$ cat src/rtl/time_pkg.sv
//==============================================================================
// Module      : time_pkg
// Description : Shared types and constants for the time-setting controller:
//               FSM state encoding, blink field selects and BCD field limits.
// Revision    : 1.0 - initial release
//==============================================================================
`default_nettype none

package time_pkg;

    // Controller states; explicit 2-bit encoding
    typedef enum logic [1:0] {
        ST_RUN    = 2'd0,
        ST_SET_HH = 2'd1,
        ST_SET_MM = 2'd2,
        ST_SET_SS = 2'd3
    } state_t;

    // Field select presented to the display for blanking
    localparam logic [1:0] BLINK_HH   = 2'b00;
    localparam logic [1:0] BLINK_MM   = 2'b01;
    localparam logic [1:0] BLINK_SS   = 2'b10;
    localparam logic [1:0] BLINK_NONE = 2'b11;

    // Highest legal packed-BCD value of each field
    localparam logic [7:0] HH_MAX = 8'h23;
    localparam logic [7:0] MS_MAX = 8'h59;

endpackage

`default_nettype wire

$ cat src/rtl/bcd_field_inc.sv
//==============================================================================
// Module      : bcd_field_inc
// Description : Combinational increment of one packed-BCD {tens,units} field
//               with a wrap to 00 once the field has reached its maximum.
// Revision    : 1.0 - initial release
//==============================================================================
`default_nettype none

module bcd_field_inc (
    input  logic [7:0] val,
    input  logic [7:0] max_val,
    output logic [7:0] nxt,
    output logic       wrap
);

    // BCD ordering matches binary ordering, so >= also folds any stray
    // out-of-range value back to 00 instead of walking through illegal codes
    assign wrap = (val >= max_val);

    // Next value: wrap to 00, carry units 9 into tens, or bump units
    always_comb begin
        nxt = 8'h00;
        if (wrap) begin
            nxt = 8'h00;
        end else if (val[3:0] >= 4'd9) begin
            nxt = {val[7:4] + 4'd1, 4'd0};
        end else begin
            nxt = {val[7:4], val[3:0] + 4'd1};
        end
    end

endmodule

`default_nettype wire

$ cat src/rtl/time_set_ctrl.sv
//==============================================================================
// Module      : time_set_ctrl
// Description : Time-of-day keeper with a button-driven set mode. Holds the
//               hh:mm:ss BCD registers, the RUN/SET state machine and the
//               half-second blink phase used to blank the selected field.
// Revision    : 1.0 - initial release
//==============================================================================
`default_nettype none

module time_set_ctrl
    import time_pkg::*;
(
    input  logic       clk,
    input  logic       rst_n,
    input  logic       tick_1hz,
    input  logic       tick_2hz,
    input  logic       btn_mode,
    input  logic       btn_sel,
    input  logic       btn_inc,
    output logic [7:0] hh,
    output logic [7:0] mm,
    output logic [7:0] ss,
    output logic       blink_en,
    output logic [1:0] blink_sel,
    output logic       setting
);

    state_t     r_state;
    state_t     w_state_nxt;
    logic [7:0] r_hh;
    logic [7:0] r_mm;
    logic [7:0] r_ss;
    logic [7:0] w_hh_nxt;
    logic [7:0] w_mm_nxt;
    logic [7:0] w_ss_nxt;
    logic       r_blink_phase;
    logic       w_blink_phase_nxt;

    logic [7:0] w_hh_inc;
    logic [7:0] w_mm_inc;
    logic [7:0] w_ss_inc;
    logic       w_hh_wrap;
    logic       w_mm_wrap;
    logic       w_ss_wrap;

    bcd_field_inc u_inc_ss (
        .val     (r_ss),
        .max_val (MS_MAX),
        .nxt     (w_ss_inc),
        .wrap    (w_ss_wrap)
    );

    bcd_field_inc u_inc_mm (
        .val     (r_mm),
        .max_val (MS_MAX),
        .nxt     (w_mm_inc),
        .wrap    (w_mm_wrap)
    );

    bcd_field_inc u_inc_hh (
        .val     (r_hh),
        .max_val (HH_MAX),
        .nxt     (w_hh_inc),
        .wrap    (w_hh_wrap)
    );

    // Next state: btn_mode dominates btn_sel; btn_sel is ignored in RUN
    always_comb begin
        w_state_nxt = r_state;
        case (r_state)
            ST_RUN: begin
                if (btn_mode) w_state_nxt = ST_SET_HH;
            end
            ST_SET_HH: begin
                if (btn_mode)     w_state_nxt = ST_RUN;
                else if (btn_sel) w_state_nxt = ST_SET_MM;
            end
            ST_SET_MM: begin
                if (btn_mode)     w_state_nxt = ST_RUN;
                else if (btn_sel) w_state_nxt = ST_SET_SS;
            end
            ST_SET_SS: begin
                if (btn_mode)     w_state_nxt = ST_RUN;
                else if (btn_sel) w_state_nxt = ST_SET_HH;
            end
            default: w_state_nxt = ST_RUN;
        endcase
    end

    // Next time: ripple-carry tick in RUN, single-field increment in SET
    always_comb begin
        w_hh_nxt = r_hh;
        w_mm_nxt = r_mm;
        w_ss_nxt = r_ss;
        if (r_state == ST_RUN) begin
            if (tick_1hz) begin
                w_ss_nxt = w_ss_inc;
                if (w_ss_wrap) begin
                    w_mm_nxt = w_mm_inc;
                    if (w_mm_wrap) w_hh_nxt = w_hh_inc;
                end
            end
        end else if (btn_inc && !btn_mode && !btn_sel) begin
            case (r_state)
                ST_SET_HH: w_hh_nxt = w_hh_inc;
                ST_SET_MM: w_mm_nxt = w_mm_inc;
                ST_SET_SS: w_ss_nxt = w_ss_inc;
                default:   w_hh_nxt = r_hh;
            endcase
        end
    end

    // Blink phase restarts visible on any state change, else toggles at 2 Hz
    always_comb begin
        w_blink_phase_nxt = r_blink_phase;
        if (w_state_nxt != r_state) begin
            w_blink_phase_nxt = 1'b0;
        end else if (tick_2hz) begin
            w_blink_phase_nxt = ~r_blink_phase;
        end
    end

    // State, time and blink registers; reset discards any edit in progress
    always_ff @(posedge clk or negedge rst_n) begin
        if (!rst_n) begin
            r_state       <= ST_RUN;
            r_hh          <= 8'h00;
            r_mm          <= 8'h00;
            r_ss          <= 8'h00;
            r_blink_phase <= 1'b0;
        end else begin
            r_state       <= w_state_nxt;
            r_hh          <= w_hh_nxt;
            r_mm          <= w_mm_nxt;
            r_ss          <= w_ss_nxt;
            r_blink_phase <= w_blink_phase_nxt;
        end
    end

    // Status outputs decode the registered state only
    always_comb begin
        setting   = (r_state != ST_RUN);
        blink_sel = BLINK_NONE;
        case (r_state)
            ST_SET_HH: blink_sel = BLINK_HH;
            ST_SET_MM: blink_sel = BLINK_MM;
            ST_SET_SS: blink_sel = BLINK_SS;
            default:   blink_sel = BLINK_NONE;
        endcase
        blink_en = setting & r_blink_phase;
    end

    assign hh = r_hh;
    assign mm = r_mm;
    assign ss = r_ss;

endmodule

`default_nettype wire

$ cat config.mk
export PLATFORM = sky130hd
export DESIGN_NAME = time_set_ctrl
export DESIGN_NICKNAME = d
export VERILOG_FILES = /design/src/rtl/time_pkg.sv /design/src/rtl/bcd_field_inc.sv /design/src/rtl/time_set_ctrl.sv
export SDC_FILE = /design/constraint.sdc
export NUM_CORES = 1
export LEC_CHECK = 0
export ABC_AREA = 0
export BUFFER_PORTS_ARGS = -buffer_cell sky130_fd_sc_hd__buf_2
export CAP_MARGIN = 20
export CORE_ASPECT_RATIO = 1.2
export CORE_MARGIN = 8
export CORE_UTILIZATION = 35
export DETAILED_ROUTE_END_ITERATION = 16
export MAX_ROUTING_LAYER = met4
export SYNTH_ARGS = -nofsm -noshare
export SYNTH_HDL_FRONTEND = slang
export SYNTH_SLANG_ARGS = --single-unit
export TNS_END_PERCENT = 5
$ cat constraint.sdc
create_clock -name clk -period 2.4 [get_ports clk]
set_input_delay 0.12 -clock clk [delete_from_list [all_inputs] [get_ports clk]]
set_output_delay 0.12 -clock clk [all_outputs]
set_load 0.02 [all_outputs]
* Word-level counts from Yosys, hierarchy flattened *
Cells that the tools add are included.

cells by class
  multiplexer cells = 32
  bitwise gates (word level) = 2
  equal/unequal tests = 7
  $add $sub $neg = 6
  reductions and logical operators = 14
  magnitude comparators = 6

operator list
  kind                                                                                 count
  8-bit two-way mux                                                                    21
  4-bit by 1-bit adder with 4-bit output, second input constant                        6
  8-bit by 7-bit greater-or-equal comparator with 1-bit output, second input constant  2
  2-bit two-way mux                                                                    7
  4-bit greater-or-equal comparator, second input constant                             3
  2-bit nonzero test                                                                   6
  8-bit by 6-bit greater-or-equal comparator with 1-bit output, second input constant  1
  2-bit one-hot mux with 4 select lines                                                1
  2-bit one-hot mux with 3 select lines                                                1
  5-bit AND reduction                                                                  1
  2-bit == test, second input constant                                                 2
  2-bit by 1-bit != test with 1-bit output, second input constant                      2
  4-bit AND reduction                                                                  1
  3-bit AND reduction                                                                  1
  2-bit by 1-bit == test with 1-bit output, second input constant                      1
  1-bit logical AND                                                                    2
  1-bit zero test                                                                      2
  2-bit zero test                                                                      1
  1-bit two-way mux                                                                    2
  2-bit != test                                                                        1
  2-bit != test, second input constant                                                 1
  1-bit AND                                                                            1
  1-bit inverter                                                                       1

storage, ports and cells
  input port bits = 7
  register bits after elaboration = 27
  output and inout bits = 28
  logic and storage cells = 72

* Longest topological paths before layout *
Gate-level depths: netlist (run 1).

  depth in word-level cells = 7
  depth in mapped cells = 9
  gate-level depth less buffers = 7

* Modules after synthesis *
Synthesis (run 1) repeated with hierarchy kept, for this count alone.

unflattened totals
  cell total of the unflattened synthesis = 255
  area, all modules = 2,583.7 µm²

modules (own cells, without submodules)
  module         cells an instance  sequential area each (µm²)  area each (µm²)  instances
  bcd_field_inc  54                 0.0                         432.9            3
  time_set_ctrl  93                 675.6                       1,285.0          1

* Worst setup path before layout (run 1) *
OpenSTA, ideal clock, no wires.

  path kind = register -> register
  from = register r_mm[1] (netlist: mm[1])
  to = register r_hh[1] (netlist: hh[1])
  clock period less this slack = 1,993 ps
  arrival = 1,864 ps
  cell stages (with the launch flop) = 8
  setup time = 129 ps
  required time = 2,271 ps
  path slack = 407 ps
  buffers on the path = 0
  cell sequence = dfrtp_1 -> inv_1 -> ha_1 -> or3b_4 -> a22o_4 -> a31oi_4 -> or2_4 -> o21ai_0

on the way
  word-level cells in the longest chain between the ends = 3

RTL lines
  item                                                          RTL line              RTL
  start: declaration                                            time_set_ctrl.sv:31   logic [7:0] r_mm;
  start signal: assignment                                      time_set_ctrl.sv:134  r_mm <= w_mm_nxt;
  8-bit by 7-bit greater-or-equal comparator with 1-bit output  bcd_field_inc.sv:18   assign wrap = (val >= max_val);
  2-bit by 1-bit != test with 1-bit output (no line)            --
  5-bit AND reduction (no line)                                 --
  end signal: assignment                                        time_set_ctrl.sv:133  r_hh <= w_hh_nxt;
  end: declaration                                              time_set_ctrl.sv:30   logic [7:0] r_hh;

No other way between the ends.
A chain may end at the register's enable or synchronous reset.

* Worst setup path in the final report (run 1) *
  from = register r_state[0]
  to = register r_ss[5] (netlist: ss[5])

on the way
  word-level cells in the longest chain between the ends = 3
  elaborated cells between the ends (all ways) = 7
  those cells by class = 2 x eq/ne; 1 x mux; 4 x reduce/logical

RTL lines
  item                                                           RTL line                                   RTL
  start: declaration                                             time_set_ctrl.sv:28                        state_t r_state;
  start signal: assignment                                       time_set_ctrl.sv:132                       r_state <= w_state_nxt;
  2-bit == test or 2-bit zero test (tied branches)               time_set_ctrl.sv:104, time_set_ctrl.sv:95
  2-bit nonzero test (no line) or 2-bit != test (tied branches)  --
  3-bit AND reduction (no line)                                  --
  end signal: assignment                                         time_set_ctrl.sv:135                       r_ss <= w_ss_nxt;
  end: declaration                                               time_set_ctrl.sv:32                        logic [7:0] r_ss;

Several ways; a longest one is shown, not always the timed one.

==> metrics.md, run 1 <==
| Metric | Value |
|---|---|
| Worst-margin pin slew | 0.6220 ns |
| Initial Util | 35.74% |
| Reg area | 675.6 um^2 |
| Filler instances | 498 |
| R2R Setup Slk | 0.31 ns |
| Syn Inst Count | 177 |
| Status | complete, no violations |
| Initial antenna violation count | 0 |
| Core area | 4870 um^2 |
| Synth Area in Adders | 13.66% |
| Setup-failing EPs final | 0 |
| Synthesized flop and latch total | 27 |
| Total Wirelength | 3774 um |
| Drt pass-1 iters | 4 |
| Post-synthesis compound-gate area fraction | 18.76% |
| WL per Instance | 13.82 um |
| Commonest non-fill, non-tap cell in the layout | buf_2 |
| R2R depth | 7 |
| Clock root buffer | clkbuf_8 |
| Gr usage total | 11.05% |
| RSZ-0062 raised after global routing | no |
| Clock transition at path regs | 0.10 ns |
| Biggest cell delay along the critical path | 0.41 ns |
| Most frequent CP cell | o21ai_1 |
| Slew Viols, Final | 0 |
| IO Port Bufs | 34 |
| Post-synthesis xor/xnor area fraction | 1.510% |
| Worst-Skew Late Latency | 0.27 ns |
| Mapped cell area | 1740 um^2 |
| Row count | 28 |
| Area share of the largest cell type after synthesis | 38.82% |
| Synth area leader | dfrtp_1 |
| Max rail drop VDD | 0.6834 mV |
| Cts bufs inserted | 3 |
| Sequential-to-total area share from yosys stat | 38.82% |
| CP required | 2.60 ns |
| Final #Nets | 240 |
| # resized after CTS | 0 |
| DIE AREA | 7494 um^2 |
| Startpoint type of the worst setup path | flip-flop |
| Worst slew margin relative to its limit | 58.53% |
| I/O pin cnt | 35 |
| Remaining DRCs | 0 |
| Synth-to-layout area growth | 15.67% |
| WS Path Type | reg -> reg |
| Via Count | 1,385 |
| RR Startpoint | r_state[0]$_DFF_PN0_ |
| First-pass GRT wire length | 6686 um |
| Setup TNS | 0 ns |
| Setup Skew | 0.005711 ns |
| Post-synthesis mux area share | 0.6470% |
| Routability Congestion | 0.7796 |
| Synth warn | 0 |
| Critical Path Sink Type | flip-flop |
| Synth top area cells | dfrtp_1 39%, ha_1 14%, o21ai_0 4.9%, inv_1 3.0%, nor3_1 2.6% |
| Syn nets | 203 |
| ANT cells | 0 |
| Crit-path cells | inv_1 > ha_1 > nor4b_4 > o21ai_1 > nor4b_2 > o21ai_1 > o22ai_1 |
| Main combinational cell family by area after synthesis | simple AND/OR/NAND/NOR gates |
| Hold Slack | 0.1198 ns |
| Largest net degree at the start of global routing | 28 |
| Pwr Density | 1208 nW/um^2 |
| Slowest cell on the critical path | dfrtp_1 |
| Multi-input gate area | 984.7 um^2 |
| Critical register-to-register path endpoint | ss[5]$_DFFE_PN0P_ |
| Endpoints failing hold | 0 |
| Synth Area in Simple Gates | 22.00% |
| Final min period | 2.085 ns |
| CTS tree | done |
| Crit path launch | r_state[0]$_DFF_PN0_ |
| Share of post-route cells with drive strength above 1 | 23.94% |
| Die height | 93.25 um |
| Hold Crit Class | in -> reg |
| Crit-path max FO | 9 |
| Drt initial violations | 23 |
| Via/cell ratio | 5.073 |
| Clk sink count | 27 |
| CP endpoint | ss[5]$_DFFE_PN0P_ |
| Synth Area per Inst | 9.833 um^2 |
| HPWL Detailed | 2976 um |
| Max-cap violations | 0 |
| Clock tree buffer depth | 2 |
| H-tree Lvls | 1 |
| Vias in the first global route | 1,463 |
| Most frequent cells in the layout | 34 x buf_2, 27 x dfrtp_1, 19 x ha_1, 17 x o21ai_0, 14 x inv_1 |
| Routed Antenna Nets | 0 |
| Die Wd | 80.37 um |
| Leakage | 0.9673 nW |
| Yosys cell types | 44 |
| Total grt overflow | 0 |
| Fmax | 0.4795 GHz |
| Final period utilization | 86.89% |
| Arrival time at the worst endpoint | 2.28 ns |
-- synthesized netlist by cell type, drive strengths merged --
library cell	instances
a211oi	1
nand3	8
and2b	1
mux2	1
o22ai	2
o211ai	2
clkbuf	1
or4bb	1
o21ai	22
dfrtp	27
and2	5
o2111ai	1
nand2	9
nor4b	2
a21o	1
nor2	11
o31ai	6
inv	14
nand3b	1
ha	19
or3	1
or2	3
nor4	1
o21a	2
a41oi	3
a21oi	3
and3	1
or3b	1
nor3b	2
nor3	9
nand2b	3
o21bai	1
a31oi	1
buf	2
a22o	1
xnor2	3
nor2b	5
-- cell families after synthesis --
logic type	after synthesis
buffers and inverters	17
multiplexers	1
AND/OR/NAND/NOR	64
AO/OA/AOI/OAI	46
adder cells (fa/ha/maj)	19
XOR/XNOR	3
flip-flops	27
-- layout make-up --
cell class | count | area share [%]
Clock buffer | 4 | 2.237
Tap cell | 60 | 3.729
Inverter | 14 | 2.610
Timing Repair Buffer | 35 | 8.950
Multi-Input combinational cell | 133 | 48.91
Sequential cell | 27 | 33.56
-- worst min path at each step --
stage / startpoint / end / slack (ns) / cells after the start
after floorplan: rst_n / hh[0]$_DFFE_PN0P_ / -0.18 / 0
after global placement: rst_n / ss[1]$_DFFE_PN0P_ / 0.17 / 1
after detailed placement: rst_n / ss[0]$_DFFE_PN0P_ / 0.19 / 1
after CTS: tick_2hz / r_blink_phase$_DFFE_PN0P_ / 0.13 / 3
after global routing: btn_mode / r_state[1]$_DFF_PN0_ / 0.13 / 2
final: tick_2hz / r_blink_phase$_DFFE_PN0P_ / 0.12 / 3
-- report_power, final --
group / internal, mW / switching [mW] / total [mW] / leakage (nW)
clock: 0.119 / 0.143 / 0.262 / 0.0228
combinational: 0.519 / 0.856 / 1.37 / 0.595
sequential: 0.604 / 0.191 / 0.795 / 0.349
total: 1.24 / 1.19 / 2.43 / 0.967
-- layer usage --
metal	global-route usage [%]	part of all wire (%)	vias up
met2	18.89	52	24
met3	0.9597	2.9	4
li1	-	-	701
met5	-	0	-
met1	12.82	43	656
met4	4.559	1.6	0
-- repair_timing --
action | in CTS | in global routing
hold buffers | 1 | 0
hold endpoints to repair | 27 | 0
setup buffers | 0 | 0
-- per-stage QoR --
step | instances | worst slack (ns) | power (mW) | instance area, um^2 | utilization (%)
floorplan | 177 | 0.4074 | 1.827 | 1740 | -
global placement | 268 | 0.3230 | 2.187 | 1958 | 40.21
global route | 273 | 0.03921 | 2.675 | 2013 | 41.34
finish | 273 | 0.3147 | 2.431 | 2013 | 41.34
CTS | 273 | 0.2659 | 2.470 | 2013 | 41.34
detailed placement | 268 | 0.2902 | 2.196 | 1958 | 40.21
-- flip-flops by register name, indices dropped and copies added, names as in the netlist --
name	flops
mm	8
ss	8
r_state	2
r_blink_phase	1
hh	8
-- critical path: cells and delay by family, from the launching register on --
kind / cells / cell delay (ns)
and+or+nand+nor: 2 / 0.68
AOI/OAI and AO/OA: 3 / 0.47
DFF: 1 / 0.41
adders and majority gates: 1 / 0.35
buffers and inverters: 1 / 0.10
Note: power is estimated with default switching activity, not from simulation.
==> run 2: changes to the inputs <==
CELL_PAD_IN_SITES_DETAIL_PLACEMENT = 0   (was not set)
CELL_PAD_IN_SITES_GLOBAL_PLACEMENT = 1   (was not set)
GPL_ROUTABILITY_DRIVEN = 0   (was not set)
PLACE_DENSITY_LB_ADDON = 0.1   (was not set)
==> run 2 against run 1 <==
Against the previous run:
- first-iteration DRC count up 52%
- largest power group unchanged
- count of clock-buffer cells in the layout down 1
- fmax down 1.7%
- sequential cell count unchanged
- die area unchanged
- global-route usage up 0.47 points
- sequential share of layout area about the same
- highest routed layer unchanged
==> metrics.md, run 2 (same netlist as run 1, synthesis figures left out) <==
| Metric | Value |
|---|---|
| Status | complete, no violations |
| Arrival time at the worst endpoint | 2.30 ns (+0.02 ns) |
| Biggest cell delay along the critical path | 0.41 ns (about the same) |
| P_sw | 1.204 mW (+1.2%) |
| I/O pin cnt | 35 (unchanged) |
| H-tree Lvls | 1 (unchanged) |
| DIE AREA | 7494 um^2 (unchanged) |
| Clock transition at path regs | 0.09 ns (about the same) |
| Critical Path Sink Type | flip-flop |
| Remaining DRCs | 0 (unchanged) |
| Die Wd | 80.37 um (unchanged) |
| Pwr Density | 1213 nW/um^2 (+0.47%) |
| Clock root buffer | clkbuf_8 |
| Largest net degree at the start of global routing | 28 (unchanged) |
| WS Path Type | reg -> reg |
| Max-cap violations | 0 (unchanged) |
| Setup Buffers After CTS | 0 (unchanged) |
| Worst slew margin relative to its limit | 57.83% (-0.71 points) |
| Final period utilization | 88.38% (+1.5 points) |
| Initial antenna violation count | 0 (unchanged) |
| Hold Crit Class | in -> reg |
| Core area | 4870 um^2 (unchanged) |
| Hold Slack | 0.1280 ns (+0.008165 ns) |
| Buf+Inv Stages, Crit Path | 1 (unchanged) |
| Endpoints failing hold | 0 (unchanged) |
| Multi-input gate area | 984.7 um^2 (unchanged) |
| Reg power frac | 32.6% (about the same) |
| # resized after CTS | 0 (unchanged) |
| Max rail drop VDD | 0.5447 mV (-20%) |
| CP required | 2.58 ns (-0.02 ns) |
| Setup-failing EPs final | 0 (unchanged) |
| Setup TNS | 0 ns (unchanged) |
| R2R depth | 7 (unchanged) |
| Vias in the first global route | 1,489 (+1.8%) |
| Total Wirelength | 3887 um (+3.0%) |
| Largest delay contributor family on the critical path | simple AND/OR/NAND/NOR gates |
| Gr usage total | 11.52% (+0.47 points) |
| Slowest cell on the critical path | dfrtp_1 |
| Die height | 93.25 um (unchanged) |
| Most frequent CP cell | or2_4 |
| RSZ-0062 raised after global routing | no |
| ANT cells | 0 (unchanged) |
| Initial Util | 35.74% (unchanged) |
| RR Startpoint | r_state[0]$_DFF_PN0_ |
| Hold endpoint | r_blink_phase$_DFFE_PN0P_ |
| Setup Skew | 0.006023 ns (+0.0003113 ns) |
| Clk sink count | 27 (unchanged) |
| HPWL Detailed | 3103 um (+4.3%) |
| Final min period | 2.121 ns (+0.03580 ns) |
| Crit-path cells | inv_1 > ha_1 > nor4b_4 > or2_4 > nand2_2 > or2_4 > o31ai_2 |
| First-pass GRT wire length | 6913 um (+3.4%) |
| Filler instances | 490 (-1.6%) |
| Share of post-route cells with drive strength above 1 | 24.41% (+0.47 points) |
| Most frequent cells in the layout | 34 x buf_2, 27 x dfrtp_1, 19 x ha_1, 17 x o21ai_0, 14 x inv_1 |
| Combinational Power Share | 56.9% (+0.4 points) |
| R2R Setup Slk | 0.28 ns (-0.04 ns) |
| Worst-Skew Late Latency | 0.27 ns (about the same) |
| Fmax | 0.4715 GHz (-1.7%) |
| Sw Ratio | 49.27% (+0.34 points) |
| Via Count | 1,402 (+1.2%) |
| Critical register-to-register path endpoint | hh[2]$_DFFE_PN0P_ |
| Commonest non-fill, non-tap cell in the layout | buf_2 |
| Crit-path max FO | 9 (unchanged) |
| Cts bufs inserted | 3 (unchanged) |
| Total grt overflow | 0 (unchanged) |
| Leakage | 0.9700 nW (+0.28%) |
| Fin area | 2014 um^2 (about the same) |
| Worst Hold Depth | 3 (unchanged) |
| Area post-placement | 1958 um^2 (unchanged) |
| Int Pwr | 1.240 mW (-0.14%) |
| Clock tree buffer depth | 2 (unchanged) |
| Drt pass-1 iters | 4 (unchanged) |
| Crit path launch | r_state[0]$_DFF_PN0_ |
| Slew Viols, Final | 0 (unchanged) |
| Row count | 28 (unchanged) |
| Via/cell ratio | 5.136 (+1.2%) |
| Hold_sp | tick_2hz |
| Startpoint type of the worst setup path | flip-flop |
| IO Port Bufs | 34 (unchanged) |
| Worst-margin pin slew | 0.6326 ns (+0.01063 ns) |
| Synth-to-layout area growth | 15.74% (about the same) |
| CTS tree | done |
| WL per Instance | 14.24 um (+3.0%) |
| Reg area | 675.6 um^2 (unchanged) |
| Drt initial violations | 35 (+52%) |
| Clock group share of total power | 10.5% (-0.3 points) |
| Routed Antenna Nets | 0 (unchanged) |
| Final #Nets | 240 (unchanged) |
[run 2: changes by cell type in the layout (fill, tap and decap cells not counted), sizes merged]
cell / delta
clkbuf: -1
clkinv: +1
[run 2: metrics by stage]
step	setup WS, ns	power, mW	utilization, %	std cells
floorplan	0.4074	1.827	-	177
global placement	0.3280	2.192	40.21	268
detailed placement	0.2477	2.219	40.21	268
CTS	0.2327	2.494	41.37	273
global route	0.06264	2.683	41.37	273
finish	0.2789	2.444	41.37	273
[run 2: area by class of cell]
class	count	share of cell area (%)
tap	60	3.727
inverter	14	2.609
clock inverter	1	0.2484
clock buffer	3	2.050
sequential	27	33.54
multi-input combinational	133	48.88
timing repair buffer	35	8.944
[run 2: worst max path at each step]
stage          cells after the start  slack [ns]                end
2_1_floorplan                      7        0.41  hh[1]$_DFFE_PN0P_
3_3_place_gp                       6        0.33  hh[1]$_DFFE_PN0P_
3_5_place_dp                       7        0.25  hh[2]$_DFFE_PN0P_
4_1_cts                            7        0.23  hh[2]$_DFFE_PN0P_
5_1_grt                            7        0.06  ss[5]$_DFFE_PN0P_
6_report                           7        0.28  hh[2]$_DFFE_PN0P_
[run 2: worst register-to-register path, stage by stage (launching register included)]
cell     delay (ns)
dfrtp_1        0.41
inv_1          0.11
ha_1           0.37
nor4b_4        0.35
or2_4          0.19
nand2_2        0.11
or2_4          0.30
o31ai_2        0.21
[run 2: repair_timing]
action                                  4_1_cts  5_1_grt
hold buffers                                  1        0
endpoints found under the hold margin        27        0
endpoints found under the setup margin        0        0
[run 2: power by group through the flow]
stage | sequential [mW] | combinational, mW | clock [mW]
5_1_grt | 0.829 | 1.56 | 0.291
6_report | 0.796 | 1.39 | 0.257
2_1_floorplan | 0.925 | 0.901 | 0
4_1_cts | 0.800 | 1.42 | 0.275
3_3_place_gp | 0.799 | 1.39 | 0
3_5_place_dp | 0.811 | 1.41 | 0
[run 2: per-layer routing]
| metal | track usage (%) | up-vias | share of wire (%) |
|---|---|---|---|
| met3 | 1.536 | 2 | 2.2 |
| met5 | - | - | 0 |
| li1 | - | 695 | - |
| met2 | 20.29 | 21 | 51 |
| met1 | 12.95 | 684 | 46 |
| met4 | 3.647 | 0 | 0.75 |
==> run 3: changes to the inputs <==
CORE_UTILIZATION = 42   (was 35)
==> run 3 against run 2 <==
Against the previous run:
- critical path depth did not move
- final area shrank 0.43%
- sequential power barely moved
- total power hardly changed
- critical endpoint is now mm[7]$_DFFE_PN0P_
==> metrics.md, run 3 (same netlist as run 1, synthesis figures left out) <==
| Metric | Value |
|---|---|
| Total Wirelength | 3784 um (-2.6%) |
| Multi-input gate area | 984.7 um^2 (unchanged) |
| Remaining DRCs | 0 (unchanged) |
| Setup-failing EPs final | 0 (unchanged) |
| Arrival time at the worst endpoint | 2.25 ns (-0.05 ns) |
| Crit-path cells | inv_1 > ha_1 > nor3b_1 > o211ai_1 > and3_1 > a41oi_1 > a21oi_1 |
| Via/cell ratio | 5.296 (+3.1%) |
| WL per Instance | 14.17 um (-0.46%) |
| Initial Util | 43.81% (+8.1 points) |
| Final min period | 2.099 ns (-0.02245 ns) |
| Most frequent cells in the layout | 34 x buf_2, 27 x dfrtp_1, 19 x ha_1, 17 x o21ai_0, 14 x inv_1 |
| Final Non-Filler Cells | 267 (-2.2%) |
| Crit-path max FO | 7 (-2) |
| Endpoints failing hold | 0 (unchanged) |
| Critical Path Sink Type | flip-flop |
| Biggest cell delay along the critical path | 0.44 ns (+0.03 ns) |
| Drt initial violations | 49 (+40%) |
| Cts bufs inserted | 3 (unchanged) |
| Pwr Total | 2.446 mW (about the same) |
| Hold Slack | 0.1259 ns (-0.002051 ns) |
| Clock transition at path regs | 0.09 ns (about the same) |
| Reg area | 675.6 um^2 (unchanged) |
| Die height | 86.52 um (-7.2%) |
| Filler instances | 403 (-18%) |
| Clock group share of total power | 10.6% (about the same) |
| WS Path Type | reg -> reg |
| Reg power frac | 32.5% (about the same) |
| # resized after CTS | 0 (unchanged) |
| Sw Ratio | 49.15% (-0.12 points) |
| Crit path launch | ss[0]$_DFFE_PN0P_ |
| Fmax | 0.4765 GHz (+1.1%) |
| CP endpoint | mm[7]$_DFFE_PN0P_ |
| P_sw | 1.202 mW (-0.16%) |
| DIE AREA | 6468 um^2 (-14%) |
| Hold Crit Class | in -> reg |
| HPWL Detailed | 2984 um (-3.8%) |
| Core area | 3973 um^2 (-18%) |
| RSZ-0062 raised after global routing | no |
| Clk sink count | 27 (unchanged) |
| Via Count | 1,414 (+0.86%) |
| Worst setup margin | 0.3013 ns (+0.02245 ns) |
| Initial antenna violation count | 0 (unchanged) |
| Max rail drop VDD | 0.5483 mV (+0.66%) |
| Drt pass-1 iters | 4 (unchanged) |
| CP required | 2.55 ns (-0.03 ns) |
| Routed Antenna Nets | 0 (unchanged) |
| Clock tree buffer depth | 2 (unchanged) |
| Leakage | 0.9673 nW (-0.28%) |
| Worst-Skew Late Latency | 0.27 ns (about the same) |
| Gr usage total | 12.79% (+1.3 points) |
| H-tree Lvls | 1 (unchanged) |
| Max-cap violations | 0 (unchanged) |
| CTS tree | done |
| First-pass GRT wire length | 6437 um (-6.9%) |
| Status | complete, no violations |
| I/O pin cnt | 35 (unchanged) |
| Synth-to-layout area growth | 15.24% |
| Slowest cell on the critical path | dfrtp_1 |
| Dpl cells | 262 (-2.2%) |
| R2R Setup Slk | 0.30 ns (+0.02 ns) |
| Final period utilization | 87.44% (-0.94 points) |
| Critical register-to-register path endpoint | mm[7]$_DFFE_PN0P_ |
| Setup Skew | 0.004398 ns (-0.001624 ns) |
| Startpoint type of the worst setup path | flip-flop |
| Slew Viols, Final | 0 (unchanged) |
| Clock root buffer | clkbuf_8 |
| IO Port Bufs | 34 (unchanged) |
| DP Worst Slack | 0.3092 ns (+0.06159 ns) |
| ANT cells | 0 (unchanged) |
| Final #Nets | 240 (unchanged) |
| Row count | 25 (-11%) |
| Largest delay contributor family on the critical path | simple AND/OR/NAND/NOR gates |
| Critical path depth in cells | 7 (unchanged) |
| Worst slew margin relative to its limit | 58.55% (+0.73 points) |
| Share of post-route cells with drive strength above 1 | 23.94% (-0.47 points) |
| Combinational Power Share | 56.9% (about the same) |
| Setup TNS | 0 ns (unchanged) |
| Buf+Inv Stages, Crit Path | 1 (unchanged) |
| Int Pwr | 1.244 mW (+0.31%) |
| Die Wd | 74.77 um (-7.0%) |
| Commonest non-fill, non-tap cell in the layout | buf_2 |
| RR Startpoint | ss[0]$_DFFE_PN0P_ |
| Pwr Density | 1220 nW/um^2 (+0.52%) |
| Vias in the first global route | 1,446 (-2.9%) |
| Largest net degree at the start of global routing | 28 (unchanged) |
| Total grt overflow | 0 (unchanged) |
| R2R depth | 7 (unchanged) |
| Worst-margin pin slew | 0.6217 ns (-0.01092 ns) |
-- run 3: changes by cell type in the layout (fill, tap and decap cells not counted) --
cell,previous run,this run
clkinv_2,1,0
clkbuf_1,0,1
-- run 3: layer usage --
| metal | GRT usage (%) | wire, um | part of all wire, % | vias to the layer above |
|---|---|---|---|---|
| met5 | - | 0 | 0 | - |
| met4 | 4.286 | 47 | 1.2 | 0 |
| met3 | 2.079 | 139 | 3.7 | 6 |
| met2 | 21.53 | 1910 | 50 | 26 |
| met1 | 14.86 | 1686 | 45 | 677 |
| li1 | - | - | - | 705 |
-- run 3: power groups by stage --
stage	Combinational [mW]	Clock (mW)	Sequential (mW)
floorplan	0.901	0	0.925
global placement	1.38	0	0.795
detailed placement	1.41	0	0.804
CTS	1.42	0.272	0.795
global route	1.55	0.288	0.823
finish	1.39	0.260	0.794
-- run 3: area by class of cell --
class,instances,share of cell area [%]
timing repair buffer,35,8.983
sequential,27,33.69
tap,54,3.369
multi-input combinational,133,49.10
clock buffer,4,2.246
inverter,14,2.620
-- run 3: how the worst min path moves through the flow --
stage	start	end	depth (start not counted)
finish	btn_mode	r_state[1]$_DFF_PN0_	2
global route	btn_mode	r_state[1]$_DFF_PN0_	2
detailed placement	rst_n	hh[2]$_DFFE_PN0P_	1
floorplan	rst_n	hh[0]$_DFFE_PN0P_	0
global placement	rst_n	hh[2]$_DFFE_PN0P_	1
CTS	tick_2hz	r_blink_phase$_DFFE_PN0P_	3
-- run 3: timing repair --
| item | CTS | global route |
|---|---|---|
| setup buffers | 0 | 0 |
| hold endpoints to repair | 27 | 0 |
| hold buffers | 1 | 0 |
-- run 3: stage by stage --
stage	util, %	instance area (um^2)
global route	50.49	2006
CTS	50.49	2006
finish	50.49	2006
global placement	49.10	1951
floorplan	-	1740
detailed placement	49.10	1951
